===== src/rtl/visor_pkg.sv =====
// visor_pkg: shared state and command encodings plus the default injection
// FIFO depth, used by visor and visor_code_gate.
package visor_pkg;

  localparam int unsigned INJ_DEPTH_DEFAULT = 4;

  // Gate operating modes (2-bit encoding).
  typedef enum logic [1:0] {
    ST_RUN    = 2'b00,
    ST_HALT   = 2'b01,
    ST_INJECT = 2'b10,
    ST_STEP   = 2'b11
  } visor_state_e;

  // Supervisor commands; the encoded value is the priority, higher wins
  // when pulses coincide (halt > step > run).
  typedef enum logic [1:0] {
    CMD_NONE = 2'd0,
    CMD_RUN  = 2'd1,
    CMD_STEP = 2'd2,
    CMD_HALT = 2'd3
  } visor_cmd_e;

  // Pick the single command that applies in the given state. Commands that
  // the state ignores are dropped before priority is applied, so an ignored
  // halt never masks a step or run.
  function automatic visor_cmd_e visor_cmd_select(
    input visor_state_e st,
    input logic         halt,
    input logic         step,
    input logic         run
  );
    visor_cmd_e sel;
    sel = CMD_NONE;
    case (st)
      ST_RUN: begin
        if (halt) sel = CMD_HALT;
      end
      ST_HALT: begin
        if (step)     sel = CMD_STEP;
        else if (run) sel = CMD_RUN;
      end
      default: sel = CMD_NONE;
    endcase
    return sel;
  endfunction

endpackage


===== src/rtl/visor_inj_fifo.sv =====
// visor_inj_fifo: circular buffer holding supervisor-injected instruction
// words. Push is refused when full; pop is ignored when empty.
module visor_inj_fifo
  import visor_pkg::*;
#(
  parameter int unsigned DEPTH = INJ_DEPTH_DEFAULT,
  parameter int unsigned WIDTH = 16
) (
  input  logic             clk_i,
  input  logic             rst_i,
  input  logic             push_valid_i,
  output logic             push_ready_o,
  input  logic [WIDTH-1:0] push_data_i,
  input  logic             pop_i,
  output logic [WIDTH-1:0] head_o,
  output logic [4:0]       count_o
);

  localparam int unsigned AW      = (DEPTH > 1) ? $clog2(DEPTH) : 1;
  localparam logic [4:0]  DEPTH_C = 5'(DEPTH);

  logic [WIDTH-1:0] mem_q [DEPTH];
  logic [AW-1:0]    wr_ptr_q, wr_ptr_d;
  logic [AW-1:0]    rd_ptr_q, rd_ptr_d;
  logic [4:0]       count_q, count_d;
  logic             do_push, do_pop;

  assign push_ready_o = (count_q < DEPTH_C);
  assign head_o       = mem_q[rd_ptr_q];
  assign count_o      = count_q;

  // Handshake qualification and next pointer/occupancy values; pointers
  // wrap naturally because DEPTH is a power of two.
  always_comb begin
    do_push  = push_valid_i && push_ready_o;
    do_pop   = pop_i && (count_q != '0);
    wr_ptr_d = do_push ? wr_ptr_q + AW'(1) : wr_ptr_q;
    rd_ptr_d = do_pop  ? rd_ptr_q + AW'(1) : rd_ptr_q;
    count_d  = count_q;
    case ({do_push, do_pop})
      2'b10:   count_d = count_q + 5'd1;
      2'b01:   count_d = count_q - 5'd1;
      default: count_d = count_q;
    endcase
  end

  // Pointer and occupancy registers; reset flushes the buffer.
  always_ff @(posedge clk_i or posedge rst_i) begin
    if (rst_i) begin
      wr_ptr_q <= '0;
      rd_ptr_q <= '0;
      count_q  <= '0;
    end else begin
      wr_ptr_q <= wr_ptr_d;
      rd_ptr_q <= rd_ptr_d;
      count_q  <= count_d;
    end
  end

  // Storage array; contents need no reset since occupancy gates every read.
  always_ff @(posedge clk_i) begin
    if (do_push) mem_q[wr_ptr_q] <= push_data_i;
  end

endmodule


===== src/rtl/visor_code_gate.sv =====
// visor_code_gate: sits between the target code ROM and the target fetch
// port. Passes ROM words through while running, blocks them while halted,
// feeds supervisor-injected words from a FIFO, and single-steps on request.
// Optional breakpoint support is compiled in with VISOR_BREAKPOINT_EN.
module visor_code_gate
  import visor_pkg::*;
#(
  parameter int unsigned INJ_DEPTH = INJ_DEPTH_DEFAULT
) (
  input  logic        sysclk,
  input  logic        sysreset,
  input  logic [15:0] rom_code_in,
  input  logic        rom_code_ready,
  input  logic [15:0] tg_code_addr,
  output logic [15:0] tg_code_in,
  output logic        tg_code_ready,
  input  logic        cmd_halt,
  input  logic        cmd_run,
  input  logic        cmd_step,
  input  logic [15:0] inj_data,
  input  logic        inj_valid,
  output logic        inj_ready,
  input  logic [15:0] bp_addr,
  input  logic        bp_enable,
  output logic        halted,
  output logic        bp_hit,
  output logic [15:0] saved_addr,
  output logic [4:0]  inj_count
);

  visor_state_e state_q;
  logic         halted_q;
  logic [15:0]  saved_addr_q;
  logic         step_cap_q;

  visor_cmd_e   cmd;
  logic         halt_empty;
  logic         go_step, go_run;
  logic         push_acc;
  logic         fifo_pop;
  logic [15:0]  fifo_head;
  logic         bp_trip;

  visor_inj_fifo #(
    .DEPTH (INJ_DEPTH),
    .WIDTH (16)
  ) u_fifo (
    .clk_i        (sysclk),
    .rst_i        (sysreset),
    .push_valid_i (inj_valid),
    .push_ready_o (inj_ready),
    .push_data_i  (inj_data),
    .pop_i        (fifo_pop),
    .head_o       (fifo_head),
    .count_o      (inj_count)
  );

  assign halted     = halted_q;
  assign saved_addr = saved_addr_q;
  assign push_acc   = inj_valid && inj_ready;

  // Command decode; leaving HALT on a command requires an empty FIFO, since
  // queued injections always take precedence.
  always_comb begin
    cmd        = visor_cmd_select(state_q, cmd_halt, cmd_step, cmd_run);
    halt_empty = (state_q == ST_HALT) && (inj_count == '0);
    go_step    = halt_empty && (cmd == CMD_STEP);
    go_run     = halt_empty && (cmd == CMD_RUN);
  end

  // Zero-latency output mux toward the target; nothing is offered in reset.
  always_comb begin
    tg_code_in    = '0;
    tg_code_ready = 1'b0;
    fifo_pop      = 1'b0;
    if (!sysreset) begin
      case (state_q)
        ST_RUN: begin
          tg_code_in    = rom_code_in;
          tg_code_ready = rom_code_ready && !bp_trip;
        end
        ST_STEP: begin
          tg_code_in    = rom_code_in;
          tg_code_ready = rom_code_ready;
        end
        ST_INJECT: begin
          tg_code_in    = fifo_head;
          tg_code_ready = 1'b1;
          fifo_pop      = 1'b1;
        end
        default: begin
          tg_code_in    = '0;
          tg_code_ready = 1'b0;
        end
      endcase
    end
  end

  // Mode sequencer with registered halted flag and saved fetch address.
  // After a step word, the address is captured one cycle later (the fetch
  // address following the stepped word), independent of the mode then.
  always_ff @(posedge sysclk or posedge sysreset) begin
    if (sysreset) begin
      state_q      <= ST_RUN;
      halted_q     <= 1'b0;
      saved_addr_q <= '0;
      step_cap_q   <= 1'b0;
    end else begin
      step_cap_q <= 1'b0;
      if (step_cap_q) saved_addr_q <= tg_code_addr;
      case (state_q)
        ST_RUN: begin
          if (bp_trip || (cmd == CMD_HALT)) begin
            state_q      <= ST_HALT;
            halted_q     <= 1'b1;
            saved_addr_q <= tg_code_addr;
          end
        end
        ST_HALT: begin
          if (inj_count != '0) begin
            state_q  <= ST_INJECT;
            halted_q <= 1'b0;
          end else if (go_step) begin
            state_q  <= ST_STEP;
            halted_q <= 1'b0;
          end else if (go_run) begin
            state_q  <= ST_RUN;
            halted_q <= 1'b0;
          end
        end
        ST_INJECT: begin
          if ((inj_count == 5'd1) && !push_acc) begin
            state_q  <= ST_HALT;
            halted_q <= 1'b1;
          end
        end
        ST_STEP: begin
          if (rom_code_ready) begin
            state_q    <= ST_HALT;
            halted_q   <= 1'b1;
            step_cap_q <= 1'b1;
          end
        end
        default: begin
          state_q  <= ST_RUN;
          halted_q <= 1'b0;
        end
      endcase
    end
  end

`ifdef VISOR_BREAKPOINT_EN
  logic bp_hit_q;
  logic bp_halt_q;
  logic skip_q;
  logic rom_taken;

  assign bp_trip   = (state_q == ST_RUN) && bp_enable && rom_code_ready &&
                     (tg_code_addr == bp_addr) && !skip_q;
  assign rom_taken = ((state_q == ST_RUN) || (state_q == ST_STEP)) && tg_code_ready;
  assign bp_hit    = bp_hit_q;

  // Breakpoint bookkeeping: sticky hit flag, a marker that the current halt
  // came from a breakpoint, and a one-word skip so resuming does not
  // immediately retrigger on the same address.
  always_ff @(posedge sysclk or posedge sysreset) begin
    if (sysreset) begin
      bp_hit_q  <= 1'b0;
      bp_halt_q <= 1'b0;
      skip_q    <= 1'b0;
    end else begin
      if (rom_taken) skip_q <= 1'b0;
      if (bp_trip) begin
        bp_hit_q  <= 1'b1;
        bp_halt_q <= 1'b1;
      end else if (go_step || go_run) begin
        bp_halt_q <= 1'b0;
        if (bp_halt_q) skip_q <= 1'b1;
        if (go_run) bp_hit_q <= 1'b0;
      end
    end
  end
`else
  logic unused_bp;
  assign unused_bp = ^{bp_addr, bp_enable};
  assign bp_trip   = 1'b0;
  assign bp_hit    = 1'b0;
`endif

endmodule

===== config.mk =====
export PLATFORM = sky130hd
export DESIGN_NAME = visor_code_gate
export DESIGN_NICKNAME = d
export VERILOG_FILES = /design/src/rtl/visor_pkg.sv /design/src/rtl/visor_inj_fifo.sv /design/src/rtl/visor_code_gate.sv
export SDC_FILE = /design/constraint.sdc
export NUM_CORES = 1
export LEC_CHECK = 0
export ABC_AREA = 1
export BUFFER_PORTS_ARGS = -buffer_cell sky130_fd_sc_hd__buf_2
export CAP_MARGIN = 20
export CORE_MARGIN = 4
export CORE_UTILIZATION = 45
export CTS_CLUSTER_SIZE = 25
export DETAILED_ROUTE_END_ITERATION = 7
export GPL_TIMING_DRIVEN = 0
export HOLD_SLACK_MARGIN = 0.08
export PLACE_DENSITY = 0.77
export SLEW_MARGIN = 20
export SYNTH_ARGS = -nofsm -noshare
export SYNTH_HDL_FRONTEND = slang
export SYNTH_SLANG_ARGS = --single-unit

===== constraint.sdc =====
create_clock -name sysclk -period 3.3 [get_ports sysclk]
set_input_delay 0.33 -clock sysclk [delete_from_list [all_inputs] [get_ports sysclk]]
set_output_delay 0.33 -clock sysclk [all_outputs]
set_load 0.02 [all_outputs]

# == Word-level counts from Yosys, hierarchy flattened ==
# Memories as Yosys holds them, arrays and structs flattened.
# Cells that the tools add are included.
# classes
n_addsub,4
order_cmp,1
n_eq_ne,13
muxes,32
n_reduce_logical,13
# op_table
operator,count
2-to-1 mux 16 bit,4
one-hot mux 16 bit (2 select lines),1
2-to-1 mux 2 bit,8
2-to-1 mux 1 bit,14
"== test 2 bit, second input constant",5
one-hot mux 5 bit (2 select lines),1
one-hot mux 2 bit (4 select lines),1
"== test 2 x 1 -> 1 bit, second input constant",3
logical AND 1 bit,6
"!= test 2 bit, second input constant",3
"adder 5 x 1 -> 5 bit, second input constant",1
"== test 5 x 1 -> 1 bit, second input constant",1
zero test 5 bit,1
"< comparator 5 x 3 -> 1 bit, second input constant",1
nonzero test 5 bit,1
"subtractor 5 x 1 -> 5 bit, second input constant",1
"adder 2 x 1 -> 2 bit, second input constant",2
"!= test 4 x 3 -> 1 bit, second input constant",1
one-hot mux 1 bit (4 select lines),1
one-hot mux 2 bit (2 select lines),1
AND reduction 4 bit,1
zero test 2 bit,1
one-hot mux 1 bit (2 select lines),1
nonzero test 2 bit,1
other kinds (2),2
# word_totals
regBits,29
ramBits,64
in_bits,72
out_inout_bits,41
mem_count,1
# memory_table
memory,words,width,read_ports,rd_clocked_by_memory_dff,wr,line_no,rtl
u_fifo.mem_q,4,16,1,0,1,visor_inj_fifo.sv:22,logic [WIDTH-1:0] mem_q [DEPTH];

# == Depth between registers and ports, before layout ==
# Gate-level depths: netlist (run 1).
# depth
word_depth,9
depth_mapped,12
mapped_depth_nobuf,12

# == By module ==
# From an unflattened synthesis (run 1), not the netlist that was laid out.
# hier_totals
hier_cells,373
area_unflattened_um2,4265.3
# modules_own_cells
module,n_inst,cells_each,area_each_um2
visor_inj_fifo,1,239,3010.4
visor_code_gate,1,134,1255.0

# == Worst setup path after synthesis (run 1) ==
# Ideal clock, no wire load.
# synth_path
path_kind,register to register
startpoint,register u_fifo.count_q[3] (netlist: u_fifo.count_o[3])
endpoint,"memory u_fifo.mem_q[0][0], enable pin"
setup_ns,0.389
t_arrival_ns,1.774
slack_ns,1.138
path_stages_with_launch,6
n_path_buf,0
synth_period_minus_slack_ns,2.162
cell_sequence,dfrtp_1 > inv_1 > nand2_2 > nor2_2 > nand2_2 > nor2_1
# synth_between
elab_chain_cells,4
# synth_lines
element,line_no,rtl
start: declaration,visor_inj_fifo.sv:25,"logic [4:0] count_q, count_d;"
start signal: assignment,visor_inj_fifo.sv:56,count_q <= count_d;
< comparator 5 x 3 -> 1 bit,visor_inj_fifo.sv:28,assign push_ready_o = (count_q < DEPTH_C);
via inj_ready,visor_code_gate.sv:22,"output logic inj_ready,"
logical AND 1 bit,visor_inj_fifo.sv:35,do_push = push_valid_i && push_ready_o;
2-to-1 mux 1 bit,visor_inj_fifo.sv:62,if (do_push) mem_q[wr_ptr_q] <= push_data_i;
2-to-1 mux 1 bit (not written as such),visor_inj_fifo.sv:62,
end: declaration,visor_inj_fifo.sv:22,
# The timed path passes the listed nets, and every way through them passes these cells.

# == Final worst setup path (run 1) ==
# layout_path
startpoint,register state_q[0]
endpoint,output tg_code_in[12]
# layout_between
elab_chain_cells,4
# layout_lines
element,line_no,rtl
start: declaration,visor_code_gate.sv:31,visor_state_e state_q;
start signal: assignment,visor_code_gate.sv:104,state_q <= ST_RUN;
start signal: assignment,visor_code_gate.sv:114,state_q <= ST_HALT;
start signal: assignment,visor_code_gate.sv:121,state_q <= ST_INJECT;
== test 2 bit or zero test 2 bit (tied branches),visor_code_gate.sv:77,case (state_q)
OR reduction 2 bit (no source line),n/a,
one-hot mux 16 bit (2 select lines) (*),visor_code_gate.sv:77,
2-to-1 mux 16 bit (*),visor_code_gate.sv:76,if (!sysreset) begin
end: declaration,visor_code_gate.sv:15,"output logic [15:0] tg_code_in,"
# Every way passes the cells marked *; elsewhere a longest branch is shown, timed or not.

==> reports/results.ini, run 1 <==
[detailed_routing]
drt-total-wl_um = 9274
wire_per_inst_um = 14.49
via_count = 3062
drc = 0
first_iter_violations = 147
firstDrtPassIters = 4
ant_nets = 0
vias_per_cell = 4.784

[cells_and_area]
nets = 592
final_common_cell = nand2_1
antenna_cells = 0
instances_no_fill = 640
final_util_pct = 56.82
multi_input_area_mm2 = 0.001423
finish.instance_area_mm2 = 0.005275
area_growth_pct = 22.10
fill_cells = 791
drive_above_1_share_pct = 33.27
layout_common_cells = nand2_1, buf_2, edfxtp_1, dfrtp_1, inv_1
register_area_mm2 = 0.002648

[yosys]
synth_top_cell_area_share_pct = 44.48
syn_inst = 396
ys_seq_area_share_pct = 61.28
yosys_warnings = 0
syn_area_mm2 = 0.004320
ys_types = 30
synth_area_leaders = edfxtp_1, dfrtp_1, nand2_1
ys_seq_elements = 93
synth.largest_area_cell = edfxtp_1
avgSynthCellArea_um2 = 10.91
synth_nets = 482

[timing]
min_period_ns = 2.625
finalHoldViolCount = 0
tightest_slew_ns = 0.8785
max_freq_mhz = 380.9
maxSlewHeadroom_pct = 41.37
finalSetupTns_ns = 0
fin_crit_sh_pct = 79.55
fin_skew_ns = 0.008824
setup_viol = 0
slew_violations = 0
rsz0062_at_grt = false

[placed_design]
place_inst = 623
gp_congestion = 0.7759
postPlaceCellArea_mm2 = 0.005035
dp_hpwl_um = 6752
numPortBuffers = 94

[clock_tree]
clk_path_buf_depth = 2
cts_buffers = 9
cts_tree = yes
path_clk_slew_ns = 0.10
htree_levels = 3
clk_latency_ns = 0.36
cts_sinks = 93
cts-root-buf = clkbuf_8

[die]
dieArea_mm2 = 0.01123
die_w_um = 106.0
start_util_pct = 46.54
fp.coreArea_mm2 = 0.009284
die-height_um = 106.0
io-pin-count = 113
rows = 35

[power_and_ir_drop]
p_leak_nw = 2.292
power.density_mw_per_mm2 = 865.1
vdd_drop_max_v = 0.0002962
p_total_mw = 4.563

[global_routing]
overflow = 0
antenna_found_initial = 0
grt_usage_pct = 17.00
grt_start_max_net_pins = 18
grt_pass1_vias = 3118
grt_pass1_wl_um = 14950

[worst_setup_path]
worstSetupPathType = register to primary output
cp_max_fo = 10
r2r_slack_ns = 1.11
critPathRequiredTime_ns = 2.97
cp.arrival_ns = 2.30
cp-end-kind = primary output
critPathLaunchType = register

[hold_path]
min_path_type = input pin to register

[outcome]
status = complete, no violations

[run]
drv_cap = 0

kinds of logic (layout without fill, tap and decap cells):
family	Yosys count	in the layout	share of synthesized area (%)
AOI/OAI and AO/OA	57	57	7.877
xor gates and xnor gates	7	7	1.419
adders and majority gates	14	14	4.054
buffers and inverters	46	161	6.024
DFF	93	93	61.28
muxes	16	16	4.170
other	1	1	0.08680
and+or+nand+nor	162	162	15.09
worst paths after layout:
path                            depth (start not counted)        startpoint           endpoint
min in group asynchronous                               3          sysreset         state_q[1]
worst max-delay path                                    7        state_q[0]     tg_code_in[12]
worst min register to register                          2            halted             halted
worst max register to register                         12        state_q[0]  u_fifo.count_o[2]
worst min-delay path                                    2  tg_code_addr[11]     saved_addr[11]
max in group asynchronous                               4          sysreset      saved_addr[3]
flip-flops by register name, summed over array words and instances (netlist names):
register         cells
u_fifo.mem_q        64
saved_addr          16
u_fifo.count_o       5
state_q              2
u_fifo.rd_ptr_q      2
u_fifo.wr_ptr_q      2
halted               1
step_cap_q           1
power breakdown:
part	total, mW	leakage (nW)	internal, mW	switching, mW
Clock	0.857	0.110	0.439	0.418
Combinational	2.09	1.27	0.768	1.32
Sequential	1.62	0.917	1.47	0.150
Total	4.56	2.29	2.68	1.88
cell type report:
type                    count  share of cell area (%)
multi-input cells         257                   26.97
inverters                  30                   2.230
well taps                 129                   3.060
plain buffers              16                   2.704
flip-flops and latches     93                   50.19
clock buffers               9                   2.348
clock inverters             7                   2.016
repair buffers             99                   10.48
metrics by stage:
step                      hold slack [ns]  setup slack [ns]
after CTS                          0.1636            0.6457
after global routing               0.1635            0.5016
final                              0.1734            0.6749
after detailed placement           0.4530             1.039
after floorplan                    0.4164             1.138
after global placement             0.4627            0.6996
critical path, cell delays in order (launching register included):
cell	delay, ns
dfrtp_1	0.43
inv_1	0.08
ha_1	0.29
clkinv_1	0.18
clkbuf_1	0.43
nand2_1	0.16
a21oi_2	0.17
buf_2	0.18
cells in the mapped netlist, drive strengths merged:
master and number:
a21oi 18, clkinv 2, ha 14, buf 15
nand2 120, nor2 30, o22ai 2, nand3 7
xor2 5, mux2 16, clkbuf 1, or2 1
dfrtp 29, o21ai 37, edfxtp 64, inv 28
conb 1, nand4 4, xnor2 2
repair_timing:
item | CTS | global route
resized for setup | 0 | 0
endpoints found under the hold margin | 12 | 0
hold buffers | 1 | 0
buffers inserted | 0 | 0
layer usage:
metal | vias to the layer above | track usage, % | routed length, µm
li1 | 1534 | - | -
met1 | 1425 | 20.10 | 3743
met2 | 82 | 30.10 | 4763
met3 | 21 | 3.704 | 535
met4 | 0 | 6.753 | 232
met5 | - | 0 | 0
Power figures use the tool's default switching activity.
==> run 2: changes to the inputs <==
clock period = 2.5 ns   (was 3.3 ns; I/O delays follow)
==> run 2 against run 1 <==
- worst hold slack worse by 0.082 ns
- clock skew grew 0.0011 ns
- non-clock buffer count decreased by 1
- highest routed layer unchanged
==> reports/results.ini, run 2 (same netlist as run 1, synthesis figures left out) <==
[outcome]
status = complete, no violations

[worst_setup_path]
cp_max_fo = 17
critPathLaunchType = register
r2r_slack_ns = 0.34
crit_chain = inv_1, ha_1, clkinvlp_4, nand2_1, a21oi_2, buf_2
critPathRequiredTime_ns = 2.25
reg2reg_depth = 12
r2r_end = u_fifo.count_o[2]
endpoint = tg_code_in[5]
slowest_stage = dfrtp_1
r2r-start = state_q[0]
cp.arrival_ns = 2.02
worstSetupPathType = register to primary output
cp-end-kind = primary output
critPathLaunch = state_q[0]
slowest_delay_ns = 0.43

[global_routing]
overflow = 0
grt_pass1_wl_um = 14930
antenna_found_initial = 0
grt_usage_pct = 16.99
grt_start_max_net_pins = 18
grt_pass1_vias = 3115

[timing]
min_period_ns = 2.274
tightest_slew_ns = 0.8897
hold_ws_ns = 0.09169
rsz0062_at_grt = false
maxSlewHeadroom_pct = 40.62
finalHoldViolCount = 0
max_freq_mhz = 439.7
slew_violations = 0
finalSetupTns_ns = 0
fin_skew_ns = 0.009887
fin_crit_sh_pct = 90.98
setup_viol = 0

[die]
die_w_um = 106.0
rows = 35
io-pin-count = 113
dieArea_mm2 = 0.01123
start_util_pct = 46.54
fp.coreArea_mm2 = 0.009284
die-height_um = 106.0

[cells_and_area]
fill_cells = 789
drive_above_1_share_pct = 33.73
final_util_pct = 56.86
final_common_cell = nand2_1
layout_common_cells = nand2_1, buf_2, edfxtp_1, dfrtp_1, inv_1
top_register = u_fifo.mem_q
largest_reg_flops = 64
antenna_cells = 0
instances_no_fill = 639
area_growth_pct = 22.18
nets = 591

[clock_tree]
path_clk_slew_ns = 0.09
cts_buffers = 9
cts_tree = yes
clk_path_buf_depth = 2
cts-root-buf = clkbuf_8
cts_setup_buffers = 0
cts_sinks = 93
htree_levels = 3
clk_latency_ns = 0.36

[hold_path]
worstHoldStart = tg_code_addr[11]
min_path_type = input pin to register

[power_and_ir_drop]
p_leak_nw = 2.285
vdd_drop_max_v = 0.0003886
power.density_mw_per_mm2 = 1141
p_total_mw = 6.023

[placed_design]
gp_congestion = 0.7759
dp_hpwl_um = 6752
numPortBuffers = 94
place_inst = 623

[run]
drv_cap = 0

[detailed_routing]
wire_per_inst_um = 14.61
ant_nets = 0
firstDrtPassIters = 4
via_count = 3063
drc = 0
vias_per_cell = 4.793
drt-total-wl_um = 9336
first_iter_violations = 137

## run 2: cell count changes in the layout (fill, tap and decap cells not counted), sizes merged
cell      previous run  this run
inv                 31        30
clkbuf              10         9
clkinvlp             2         4
clkinv               2         1
## run 2: worst min path at each step
stage,cells past startpoint,slack (ns),to
3_5_place_dp,2,0.37,halted
2_1_floorplan,1,0.34,halted
5_1_grt,1,0.09,u_fifo.mem_q[2][15]
3_3_place_gp,1,0.46,u_fifo.mem_q[1][3]
4_1_cts,2,0.08,saved_addr[11]
6_report,2,0.09,saved_addr[11]
## run 2: cell type report
class	count	area (µm²)	share of cell area [%]
clock inverter	7	106.4	2.015
clock buffer	9	123.9	2.347
multi-input combinational	257	1423	26.95
timing repair buffer	99	553.0	10.48
tap	129	161.4	3.058
sequential	93	2648	50.15
inverter	30	125.1	2.370
buffer	15	138.9	2.631
## run 2: per-layer routing
metal	GRT usage, %	wire [µm]	up-vias
met4	7.771	225	0
met2	30.24	4868	81
met1	20.22	3712	1433
met3	2.611	530	18
met5	0	0	-
li1	-	-	1531
## run 2: report_power, final
part           switching, mW  internal [mW]
clock network          0.551          0.580
registers              0.198           1.94
logic                   1.74           1.02
total                   2.49           3.54
## run 2: per-stage QoR
step / instance area (µm²) / setup slack [ns]
final: 5279 / 0.2256
after global routing: 5279 / 0.1010
after CTS: 5271 / 0.03204
after detailed placement: 5035 / 0.3185
after global placement: 4952 / -0.02035
after floorplan: 4320 / 0.3379
## run 2: worst max-delay path: cells and delay by family, from the launching register on
family / cells / cell delay (ns)
AOI/OAI and AO/OA: 1 / 0.19
adders and majority gates: 1 / 0.33
buffers and inverters: 3 / 0.55
DFF: 1 / 0.43
and+or+nand+nor: 1 / 0.16
## run 2: what timing repair did
item | 4_1_cts | 5_1_grt
cloned | 0 | 0
setup endpoints to repair | 6 | 13
hold buffers | 1 | 0
gates resized for setup | 0 | 2
endpoints found under the hold margin | 12 | 0
